## src/rtl/matmul_scheduler_if.sv

```systemverilog
// Handshake bundle for the matmul scheduler: two operand requesters, one
// result consumer and a busy status flag.
interface matmul_scheduler_if;
  logic        req0_valid;
  logic [8:0]  req0_a;
  logic [8:0]  req0_b;
  logic        req0_ready;
  logic        req1_valid;
  logic [8:0]  req1_a;
  logic [8:0]  req1_b;
  logic        req1_ready;
  logic        out_valid;
  logic        out_ready;
  logic [17:0] out_c;
  logic        out_id;
  logic        busy;

  // Requesters and consumer side
  modport master (
    output req0_valid, req0_a, req0_b,
    input  req0_ready,
    output req1_valid, req1_a, req1_b,
    input  req1_ready,
    input  out_valid,
    output out_ready,
    input  out_c, out_id, busy
  );

  // Scheduler side
  modport slave (
    input  req0_valid, req0_a, req0_b,
    output req0_ready,
    input  req1_valid, req1_a, req1_b,
    output req1_ready,
    output out_valid,
    input  out_ready,
    output out_c, out_id, busy
  );
endinterface

```

## src/rtl/matmul_scheduler.sv

```systemverilog
// Two-requester scheduler for a binary 3x3 matrix multiply. One shared
// serial AND/accumulate unit produces one product term per cycle, so a
// product takes 27 MAC cycles before it is presented on the output.
//
// state | meaning
// IDLE  | waiting for a granted requester; ready follows grant
// MAC   | 27 serial steps over (i, j, k), row-major, k innermost
// DONE  | product held on out_c/out_id until the consumer takes it
module matmul_scheduler #(
  parameter int FIXED_PRIORITY = 0
) (
  input  logic                clk,
  input  logic                rst,
  matmul_scheduler_if.slave   bus
);

  typedef enum logic [1:0] {IDLE, MAC, DONE} state_t;

  localparam logic FIXED = (FIXED_PRIORITY != 0);

  state_t      state;
  state_t      state_next;
  logic [8:0]  a_q;
  logic [8:0]  b_q;
  logic        id_q;
  logic        last_grant;
  logic [1:0]  i_q;
  logic [1:0]  j_q;
  logic [1:0]  k_q;
  logic [1:0]  acc;
  logic [17:0] result;

  logic        grant0;
  logic        grant1;
  logic        take;
  logic        mac_last;
  logic [3:0]  a_idx;
  logic [3:0]  b_idx;
  logic [4:0]  c_lsb;
  logic        term;
  logic [1:0]  acc_sum;

  // Requester 0 wins a tie when fixed priority is selected or when
  // requester 1 was the last one served.
  assign grant0 = bus.req0_valid & (~bus.req1_valid | FIXED | last_grant);
  assign grant1 = bus.req1_valid & ~grant0;
  assign take   = (state == IDLE) & (grant0 | grant1);

  assign bus.req0_ready = (state == IDLE) & grant0;
  assign bus.req1_ready = (state == IDLE) & grant1;
  assign bus.out_valid  = (state == DONE);
  assign bus.busy       = (state != IDLE);
  assign bus.out_c      = result;
  assign bus.out_id     = id_q;

  assign a_idx    = 4'(i_q) * 4'd3 + 4'(k_q);
  assign b_idx    = 4'(k_q) * 4'd3 + 4'(j_q);
  assign c_lsb    = 5'(i_q) * 5'd6 + 5'(j_q) * 5'd2;
  assign term     = a_q[a_idx] & b_q[b_idx];
  assign acc_sum  = acc + {1'b0, term};
  assign mac_last = (i_q == 2'd2) & (j_q == 2'd2) & (k_q == 2'd2);

  // State register; reset aborts any operation in flight.
  always_ff @(posedge clk or posedge rst) begin
    if (rst) state <= IDLE;
    else     state <= state_next;
  end

  // Next-state decode.
  always_comb begin
    state_next = state;
    case (state)
      IDLE: if (take)          state_next = MAC;
      MAC:  if (mac_last)      state_next = DONE;
      DONE: if (bus.out_ready) state_next = IDLE;
      default:                 state_next = IDLE;
    endcase
  end

  // Operand capture and the serial multiply-accumulate datapath.
  always_ff @(posedge clk or posedge rst) begin
    if (rst) begin
      a_q        <= '0;
      b_q        <= '0;
      id_q       <= 1'b0;
      last_grant <= 1'b1;
      i_q        <= '0;
      j_q        <= '0;
      k_q        <= '0;
      acc        <= '0;
      result     <= '0;
    end else if (take) begin
      a_q    <= grant1 ? bus.req1_a : bus.req0_a;
      b_q    <= grant1 ? bus.req1_b : bus.req0_b;
      id_q   <= grant1;
      if (!FIXED) last_grant <= grant1;
      i_q    <= '0;
      j_q    <= '0;
      k_q    <= '0;
      acc    <= '0;
      result <= '0;
    end else if (state == MAC) begin
      if (k_q == 2'd2) begin
        result[c_lsb +: 2] <= acc_sum;
        acc <= '0;
        k_q <= '0;
        if (j_q == 2'd2) begin
          j_q <= '0;
          i_q <= (i_q == 2'd2) ? 2'd0 : i_q + 2'd1;
        end else begin
          j_q <= j_q + 2'd1;
        end
      end else begin
        acc <= acc_sum;
        k_q <= k_q + 2'd1;
      end
    end
  end

endmodule
```

## src/flat_wrapper.sv

```systemverilog
// flat-port wrapper written by rule: the top's interface ports become plain ports
module matmul_scheduler_flat 
#(
  parameter int FIXED_PRIORITY = 0
)
  (clk, rst, bus_req0_valid, bus_req0_a, bus_req0_b, bus_req0_ready, bus_req1_valid, bus_req1_a, bus_req1_b, bus_req1_ready, bus_out_valid, bus_out_ready, bus_out_c, bus_out_id, bus_busy);
  matmul_scheduler_if bus_i ();
  input  logic clk;
  input  logic rst;
  input wire logic [$bits(bus_i.req0_valid)-1:0] bus_req0_valid;
  input wire logic [$bits(bus_i.req0_a)-1:0] bus_req0_a;
  input wire logic [$bits(bus_i.req0_b)-1:0] bus_req0_b;
  output wire logic [$bits(bus_i.req0_ready)-1:0] bus_req0_ready;
  input wire logic [$bits(bus_i.req1_valid)-1:0] bus_req1_valid;
  input wire logic [$bits(bus_i.req1_a)-1:0] bus_req1_a;
  input wire logic [$bits(bus_i.req1_b)-1:0] bus_req1_b;
  output wire logic [$bits(bus_i.req1_ready)-1:0] bus_req1_ready;
  output wire logic [$bits(bus_i.out_valid)-1:0] bus_out_valid;
  input wire logic [$bits(bus_i.out_ready)-1:0] bus_out_ready;
  output wire logic [$bits(bus_i.out_c)-1:0] bus_out_c;
  output wire logic [$bits(bus_i.out_id)-1:0] bus_out_id;
  output wire logic [$bits(bus_i.busy)-1:0] bus_busy;
  assign bus_i.req0_valid = bus_req0_valid;
  assign bus_i.req0_a = bus_req0_a;
  assign bus_i.req0_b = bus_req0_b;
  assign bus_req0_ready = bus_i.req0_ready;
  assign bus_i.req1_valid = bus_req1_valid;
  assign bus_i.req1_a = bus_req1_a;
  assign bus_i.req1_b = bus_req1_b;
  assign bus_req1_ready = bus_i.req1_ready;
  assign bus_out_valid = bus_i.out_valid;
  assign bus_i.out_ready = bus_out_ready;
  assign bus_out_c = bus_i.out_c;
  assign bus_out_id = bus_i.out_id;
  assign bus_busy = bus_i.busy;
  matmul_scheduler #(.FIXED_PRIORITY(FIXED_PRIORITY)) u_core (.clk(clk), .rst(rst), .bus(bus_i));
endmodule
```

## config.mk

```make
export PLATFORM = sky130hd
export DESIGN_NAME = matmul_scheduler_flat
export DESIGN_NICKNAME = d
export VERILOG_FILES = /design/src/rtl/matmul_scheduler_if.sv /design/src/rtl/matmul_scheduler.sv /design/src/flat_wrapper.sv
export SDC_FILE = /design/constraint.sdc
export NUM_CORES = 1
export LEC_CHECK = 0
export ABC_AREA = 1
export ABC_CLOCK_PERIOD_IN_PS = 3300
export CORE_MARGIN = 2
export CORE_UTILIZATION = 28
export CTS_CLUSTER_SIZE = 16
export DETAILED_ROUTE_END_ITERATION = 10
export GPL_TIMING_DRIVEN = 0
export PLACE_DENSITY = 0.53
export SYNTH_ARGS = -nofsm -noshare
export SYNTH_HDL_FRONTEND = slang
export SYNTH_SLANG_ARGS = --single-unit
```

## constraint.sdc

```tcl
create_clock -name clk -period 3.3 [get_ports clk]
set_input_delay 0.33 -clock clk [delete_from_list [all_inputs] [get_ports clk]]
set_output_delay 0.33 -clock clk [all_outputs]
set_load 0.05 [all_outputs]
```

Word level (Yosys, flattened, before mapping)
Cells that the tools add are included.

Register bits: 48. Input bits: 41. Output and inout bits: 23. Logic and storage cells: 82.

Bitwise operators: 12. Multiply operators: 3. Shifts and indexed selects: 2. Eq/ne operators: 8. $lt $le $gt $ge: 2. $add $sub $neg: 8. Reduce and logical (&&, ||, !) cells: 8. Muxes and demuxes: 29.

Operators by type and width (number): $mux 18 (3); $mux 2 (18); $bwmux 18 (1); $mux 9 (2); $shift 2x7->18 const A (1); $shiftx 2x7->18 (1); $mul 2x2->4 const B (3); $lt 4x5->1 const B (2); $add 4x2->4 (2); $and 1x1->1 (8); $bmux 1 s4 (2); $eq 2x2->1 const B (4); $reduce_bool 2->1 (4); $neg 5->7 (1); $add 2x1->2 const B (3); $ne 2x1->1 const B (3); $pmux 2 s3 (1); $reduce_and 3->1 (2); $add 5x3->5 (1); $add 2x1->2 (1); $eq 2x1->1 const B (1); $logic_not 2->1 (1); $mux 1 (2); $not 1->1 (2); 2 further kinds (3).

Depth between registers and ports, before layout
Gate-level depths: netlist of the first run.

Word-level depth: 11. Mapped depth: 18. Mapped depth without buffers: 18.

Worst setup path after synthesis of the first run
No wires, ideal clock.

Path type: reg2reg. From: reg u_core.k_q[1]. To: reg u_core.result[5], in the netlist u_core.bus.out_c[5]. Path buffers: 0. Arrival: 2.866 ns. Stages on the path, launching flop included: 16. Period minus slack after synthesis: 2.979 ns. Data required time: 3.187 ns. Library setup time: 0.113 ns. Path slack: 0.321 ns. Cell sequence: dfrtp_1 > inv_1 > fa_1 > inv_1 > ha_1 > fa_1 > o41ai_1 > o21ai_0 > nor2_1 > ha_1 > xnor2_1 > inv_1 > nand2_1 > nand2_1 > nand2_1 > inv_1.

Word-level cells in the longest chain between the ends: 11. Elaborated cells on any way between the ends: 17. Classes of those cells: add/sub: 3; mul: 1; eq/ne: 1; shift: 1; mux: 8; bitwise: 1; reduce/logical: 2.

RTL lines: start: declaration (RTL line matmul_scheduler.sv:29) `logic [1:0] k_q;`; start signal: assignment (RTL line matmul_scheduler.sv:115) `k_q <= k_q + 2'd1;`; $mul 2x2->4 (RTL line matmul_scheduler.sv:57) `assign b_idx = 4'(k_q) * 4'd3 + 4'(j_q);`; $add 4x2->4 (RTL line matmul_scheduler.sv:57); $bmux 1 s4 (RTL line matmul_scheduler.sv:59) `assign term = a_q[a_idx] & b_q[b_idx];`; $mux 1 (implied by the code) (RTL line matmul_scheduler.sv:59); $and 1x1->1 (RTL line matmul_scheduler.sv:59); $add 2x1->2 (RTL line matmul_scheduler.sv:60) `assign acc_sum = acc + {1'b0, term};`; $shiftx 2x7->18 (RTL line matmul_scheduler.sv:104) `result[c_lsb +: 2] <= acc_sum;`; $bwmux 18 (RTL line matmul_scheduler.sv:104); $mux 18 (RTL line matmul_scheduler.sv:103) `if (k_q == 2'd2) begin`; $mux 18 (RTL line matmul_scheduler.sv:102) `end else if (state == MAC) begin`; $mux 18 (RTL line matmul_scheduler.sv:92) `end else if (take) begin`; end signal: indexed assignment (RTL line matmul_scheduler.sv:104); end: declaration (RTL line matmul_scheduler.sv:31) `logic [17:0] result;`.

Several ways; a longest one is shown, not always the timed one. The select of a mux whose other input is x is not followed. A chain may end at the register's enable or synchronous reset.

Worst setup path after layout of the first run
From: reg u_core.last_grant. To: out bus_req1_ready.

Word-level cells in the longest chain between the ends: 5.

RTL lines: start: declaration (RTL line matmul_scheduler.sv:26) `logic last_grant;`; start signal: assignment (RTL line matmul_scheduler.sv:96) `if (!FIXED) last_grant <= grant1;`; $or 1x1->1 (RTL line matmul_scheduler.sv:45) `assign grant0 = bus.req0_valid & (~bus.req1_valid | FIXED | last_grant);`; $and 1x1->1 (RTL line matmul_scheduler.sv:45); $not 1->1 (RTL line matmul_scheduler.sv:46) `assign grant1 = bus.req1_valid & ~grant0;`; $and 1x1->1 (RTL line matmul_scheduler.sv:46); $and 1x1->1 (RTL line matmul_scheduler.sv:50) `assign bus.req1_ready = (state == IDLE) & grant1;`; end: declaration (RTL line flat_wrapper.sv:17) `output wire logic [$bits(bus_i.req1_ready)-1:0] bus_req1_ready;`.

Every way passes these cells.

==> impl_metrics.ini, run 1 <==
[logic_synthesis]
synthDominantCellAreaShare = 0.384
synth-edff-count = 0
ys_dominant_reg_cell = dfrtp_1
synth_simple_gate_area_share = 0.228
mappedNetlistNets = 436
mappedNetlistArea_sq_um = 3060
number_of_instances_in_the_synthesized_netlist = 372
synth_warnings = 0
post-synth-top-count-cell = inv_1
ys_seq_area_frac = 0.393
postSynthRegisterBits = 48
post-synth-top-area-cell = dfrtp_1
post_synth_most_frequent_cells = 65 x inv_1, 56 x nand2_1, 47 x dfrtp_1
post_synth_fa_ha_maj_area_fraction = 0.106
synth_xor_xnor_area_share = 0.00286
synthDistinctLibCells = 34
syn-mean-instance-area_sq_um = 8.23
main_combinational_cell_family_by_area_after_synthesis = simple AND/OR/NAND/NOR gates
yosys-mux-area-fraction = 0.0327
synth_compound_gate_area_share = 0.136
async_reset_ff_frac = 1.00
synth.top_cells.by_area = dfrtp_1 38%, inv_1 8.0%, ha_1 7.4%

[min_path]
min-delay-path-class = input pin to async pin

[place]
finalWeightedCongestion = 0.786
numPlacedInstances = 576
hpwlAfterDp_microns = 5780
port_buffers = 63
dpl_worst_slack_ps = -284
placed_area_sq_um = 3890

[timing]
final_min_period_over_clock_period = 0.945
crit_path_time_final_ps = 3120
rsz0062_at_grt = true
timing.clock.skew_ps = 9.44
slew_headroom = 0.563
timing.setup.tns_ps = 0
total_count_of_max_transition_violations_in_the_final_report = 0
hold_ws_ps = 296
setup_viol = 0
maxClockFrequency_mhz = 321
hold_violations = 0
timing_worst_slew_pin_value_ps = 656
post-route-worst-setup-slack_ps = 183

[layout]
diodes = 0
drive_above_1_share = 0.130
utilization = 0.375
post_layout_nonfiller_instances = 587
nets = 510
area_growth_syn_to_layout_pct = 31.7
finished_cell_area_sq_um = 4030

[run_status]
outcome = finished clean

[grt]
globalRouteTotalUtil = 0.140
grt_start_max_net_pins = 35
grt_pass1_wl_microns = 12900
grt_pass1_vias = 2693
grt_overflow_total = 0
antenna_found_initial = 0

[clock_tree]
clock_insertion_delay_worst_skew_ps = 300
clock_transition_at_the_registers_of_the_reported_paths_ps = 90
tritoncts.num_buffers = 5
tritoncts = built
clockBufferDepth = 2
hold_buffers = 0
clock_sink_count = 48
cts-htree-levels = 2
cts.root.buffer_cell = clkbuf_8

[setup_path]
critical_path.cell_chain = o21ai_0, a21oi_1, clkbuf_2, nand2_1, inv_1, clkdlybuf4s50_1
critPathSlowestCell = clkdlybuf4s50_1
reg2reg_depth = 15
worstPathRequired_ps = 2970
rr_startpoint = u_core.k_q[0]
cp_top_family = buffers and inverters
critPathKind = flop to output pin
worstSetupEndpointType = output pin
reg2reg_slack_ps = 210
arr_time_crit_path_ps = 2790
category_of_the_worst_setup_path_launch_point = flop
critical_path.reg2reg.endpoint = u_core.bus.out_c[4]
slowest_delay_ps = 790
worstPathBufferInverterCount = 3
critical_path_peak_fanout = 10

[die]
floorplan.die.height_microns = 109
ios = 64
design.die.area_sq_um = 11800
die_width_microns = 109
row_count = 38
initial_core_util = 0.285
core_sq_um = 10700

[drt]
drtPass1Iterations = 4
initialDrtViolationCount = 127
routed_wire_length_per_instance_microns = 13.1
detail_route.vias_per_cell = 4.53
detail_route.wirelength_microns = 7700
detail-route-antenna-nets = 0
drc_errors = 0
routed-via-count = 2660

[job]
maxCapViolations = 0

[power]
power.ir.vdd_worst_uv = 468
power.static_leakage_nw = 1.91
power.density_cell_area_nw_per_um2 = 995
finalPower_mw = 4.01
-- placed cells by master, fill, tap and decap left out, types with 9 or more instances in the layout --
cell type         n
dfrtp_1          43
o21ai_0          36
nand3_1          33
clkdlybuf4s50_1  63
o21ai_1           9
nor2_1           12
nand2_1          56
a21oi_1          24
mux2i_1          10
inv_1            61
ha_1             17
-- per-layer routing --
layer | up-vias | GRT usage | routed length (microns)
li1 | 1364 | - | -
met1 | 1222 | 0.186 | 3780
met2 | 66 | 0.233 | 3400
met3 | 8 | 0.0295 | 419
met4 | 0 | 0.0311 | 96
met5 | - | 0 | 0
-- layout make-up --
cell class                 count  area [sq um]
clock buffer                   5          68.8
tap                          140           175
sequential                    48          1210
buffer                        11          51.3
fill                        1138          6710
inverter                      69           259
timing repair buffer          67           673
multi-input combinational    244          1580
clock inverter                 3          18.8
-- power by group --
group	total (mW)	switching [mW]	internal [mW]
combinational	2.72	1.78	0.939
clock	0.355	0.207	0.148
sequential	0.936	0.139	0.798
total	4.01	2.13	1.88
-- cell families after synthesis --
group                    count (synthesis)
multiplexers                            10
flip-flops                              48
AND/OR/NAND/NOR                        132
adder cells (fa/ha/maj)                 23
buffers and inverters                   80
AO/OA/AOI/OAI                           78
XOR/XNOR                                 1
-- sequential cells by signal (all words and copies together), names as in the netlist --
register           count
u_core.bus.out_c      18
u_core.a_q             9
u_core.b_q             9
u_core.acc             2
u_core.i_q             2
u_core.j_q             2
u_core.k_q             2
u_core.state           2
u_core.bus.out_id      1
u_core.last_grant      1
-- worst max path at each step --
stage | endpoint | cells past startpoint | startpoint
finish | bus_req1_ready | 6 | u_core.last_grant
global route | u_core.bus.out_c[5] | 15 | u_core.k_q[0]
CTS | u_core.bus.out_c[5] | 15 | u_core.k_q[0]
detailed placement | u_core.bus.out_c[5] | 16 | u_core.k_q[1]
global placement | u_core.bus.out_c[5] | 16 | u_core.k_q[1]
floorplan | u_core.bus.out_c[5] | 15 | u_core.k_q[1]
-- timing repair --
| action | CTS | global route |
|---|---|---|
| endpoints found under the setup margin | 11 | 13 |
| setup buffers | 0 | 3 |
| pin swaps | 0 | 2 |
| resized for setup | 5 | 7 |
(Power assumes the default switching activity.)
==> run 2, diff against run 1 <==
REMOVE_ABC_BUFFERS = 1   (was not set)
==> impl_metrics.ini, run 2 (synthesis results as in run 1) <==
[place]
dpl_worst_slack_ps = -271
finalWeightedCongestion = 0.870
hpwlAfterDp_microns = 5150
placed_area_sq_um = 3860
port_buffers = 63

[die]
die_width_microns = 109
design.die.area_sq_um = 11800
floorplan.die.height_microns = 109
initial_core_util = 0.285
core_sq_um = 10700
ios = 64
row_count = 38

[power]
power.density_cell_area_nw_per_um2 = 1050
power.ir.vdd_worst_uv = 372
share_seq_of_total_power = 0.216
sw_frac_of_total = 0.513
logic_gate_share_of_total_power = 0.681
clockPowerShare = 0.103
power_report.internal_total_mw = 2.07
power.static_leakage_nw = 1.91
net-switching-power_mw = 2.19

[timing]
timing.setup.tns_ps = 0
final_min_period_over_clock_period = 0.958
setup_viol = 0
maxClockFrequency_mhz = 316
timing_worst_slew_pin_value_ps = 960
crit_path_time_final_ps = 3160
slew_headroom = 0.359
timing.clock.skew_ps = 9.54
hold_violations = 0
post-route-worst-setup-slack_ps = 140
total_count_of_max_transition_violations_in_the_final_report = 0

[setup_path]
worstSetupEndpointType = flop
critPathSlowestCell = fa_1
critical_path_peak_fanout = 5
worstPathRequired_ps = 3530
critical_path.cell_chain = inv_1, fa_1, inv_1, ha_1, fa_1, nand3_1, o21ai_0, o21ai_1, nor2_4, ha_4, clkinvlp_4, nor3_1, inv_1, o21ai_0
critPathKind = flop to flop
category_of_the_worst_setup_path_launch_point = flop
crit_path_frequent_cell = inv_1
slowest_delay_ps = 550
arr_time_crit_path_ps = 3390

[run_status]
outcome = finished clean

[clock_tree]
cts-htree-levels = 2
clock_transition_at_the_registers_of_the_reported_paths_ps = 100
tritoncts.num_buffers = 5
clockBufferDepth = 2
clock_sink_count = 48
cts.root.buffer_cell = clkbuf_8
hold_buffers = 0
clock_insertion_delay_worst_skew_ps = 310
tritoncts = built

[min_path]
min-delay-path-class = input pin to async pin

[layout]
largest_register_ff_count = 18
finished_cell_area_sq_um = 4070
mostFrequentLayoutCells = 63 x clkdlybuf4s50_1, 62 x inv_1, 55 x nand2_1, 46 x dfrtp_1, 35 x o21ai_0
drive_above_1_share = 0.130
area_growth_syn_to_layout_pct = 32.9
nets = 501
diodes = 0
layout_commonest_cell = clkdlybuf4s50_1

[drt]
routed_wire_length_per_instance_microns = 11.9
detail_route.wirelength_microns = 6880
routed-via-count = 2588
drtPass1Iterations = 4
detail_route.vias_per_cell = 4.48
drc_errors = 0
detail-route-antenna-nets = 0
initialDrtViolationCount = 129

[grt]
grt_pass1_vias = 2598
grt_overflow_total = 0
globalRouteTotalUtil = 0.126
grt_start_max_net_pins = 61
grt_pass1_wl_microns = 11900
antenna_found_initial = 0

[job]
maxCapViolations = 0
## run 2: changes by cell type in the layout (fill, tap and decap cells not counted), sizes merged
cell      change
buf           -3
bufinv        +1
clkbuf        -6
clkinv        -2
clkinvlp      +2
inv           -1
## run 2: cell type report
class,instances,area (sq um)
inverter,69,263
clock buffer,5,68.8
clock inverter,3,42.5
timing repair buffer,69,696
tap,140,175
multi-input combinational,244,1620
fill,1144,6680
sequential,48,1200
## run 2: critical path: cells and delay by family (launching register included)
family	cells	cell delay (ps)
AO/OA/AOI/OAI	3	470
flip-flops	1	360
AND/OR/NAND/NOR	3	360
adder cells (fa/ha/maj)	4	1530
buffers and inverters	4	360
## run 2: layer usage
metal | track usage | vias up | share of wire
met5 | 0 | - | 0
met4 | 0.0449 | 0 | 0.014
met3 | 0.0187 | 5 | 0.035
met2 | 0.216 | 44 | 0.48
met1 | 0.163 | 1205 | 0.47
li1 | - | 1334 | -
## run 2: worst paths after layout
path,startpoint,endpoint,slack [ps],cells after the start
setup / recovery,u_core.k_q[0],u_core.bus.out_c[6],140,14
hold / removal,rst,u_core.acc[1],350,2
setup reg to reg,u_core.k_q[0],u_core.bus.out_c[6],140,14
hold reg to reg,u_core.last_grant,u_core.last_grant,480,2
max in group asynchronous,rst,u_core.last_grant,2370,3
min in group clk,u_core.last_grant,u_core.last_grant,480,2
## run 2: power by group through the flow
stage | logic (mW) | registers [mW] | clock network, mW
after global placement | 2.53 | 0.933 | 0
after detailed placement | 2.58 | 0.937 | 0
after floorplan | 1.84 | 1.02 | 0
after CTS | 2.73 | 0.918 | 0.453
final | 2.90 | 0.919 | 0.440
after global routing | 3.26 | 0.945 | 0.470
## run 2: what timing repair did
item / 4_1_cts / 5_1_grt
setup buffers: 3 / 1
setup endpoints to repair: 18 / 17
resized for setup: 7 / 10
pin swaps: 2 / 3
gates cloned: 0 / 0
## run 2: through the flow
stage,power (mW),instances,util,hold slack [ps]
2_1_floorplan,2.86,361,-,439
3_3_place_gp,3.47,564,0.355,460
3_5_place_dp,3.52,566,0.359,470
4_1_cts,4.10,577,0.374,366
5_1_grt,4.67,578,0.379,416
6_report,4.26,578,0.379,354
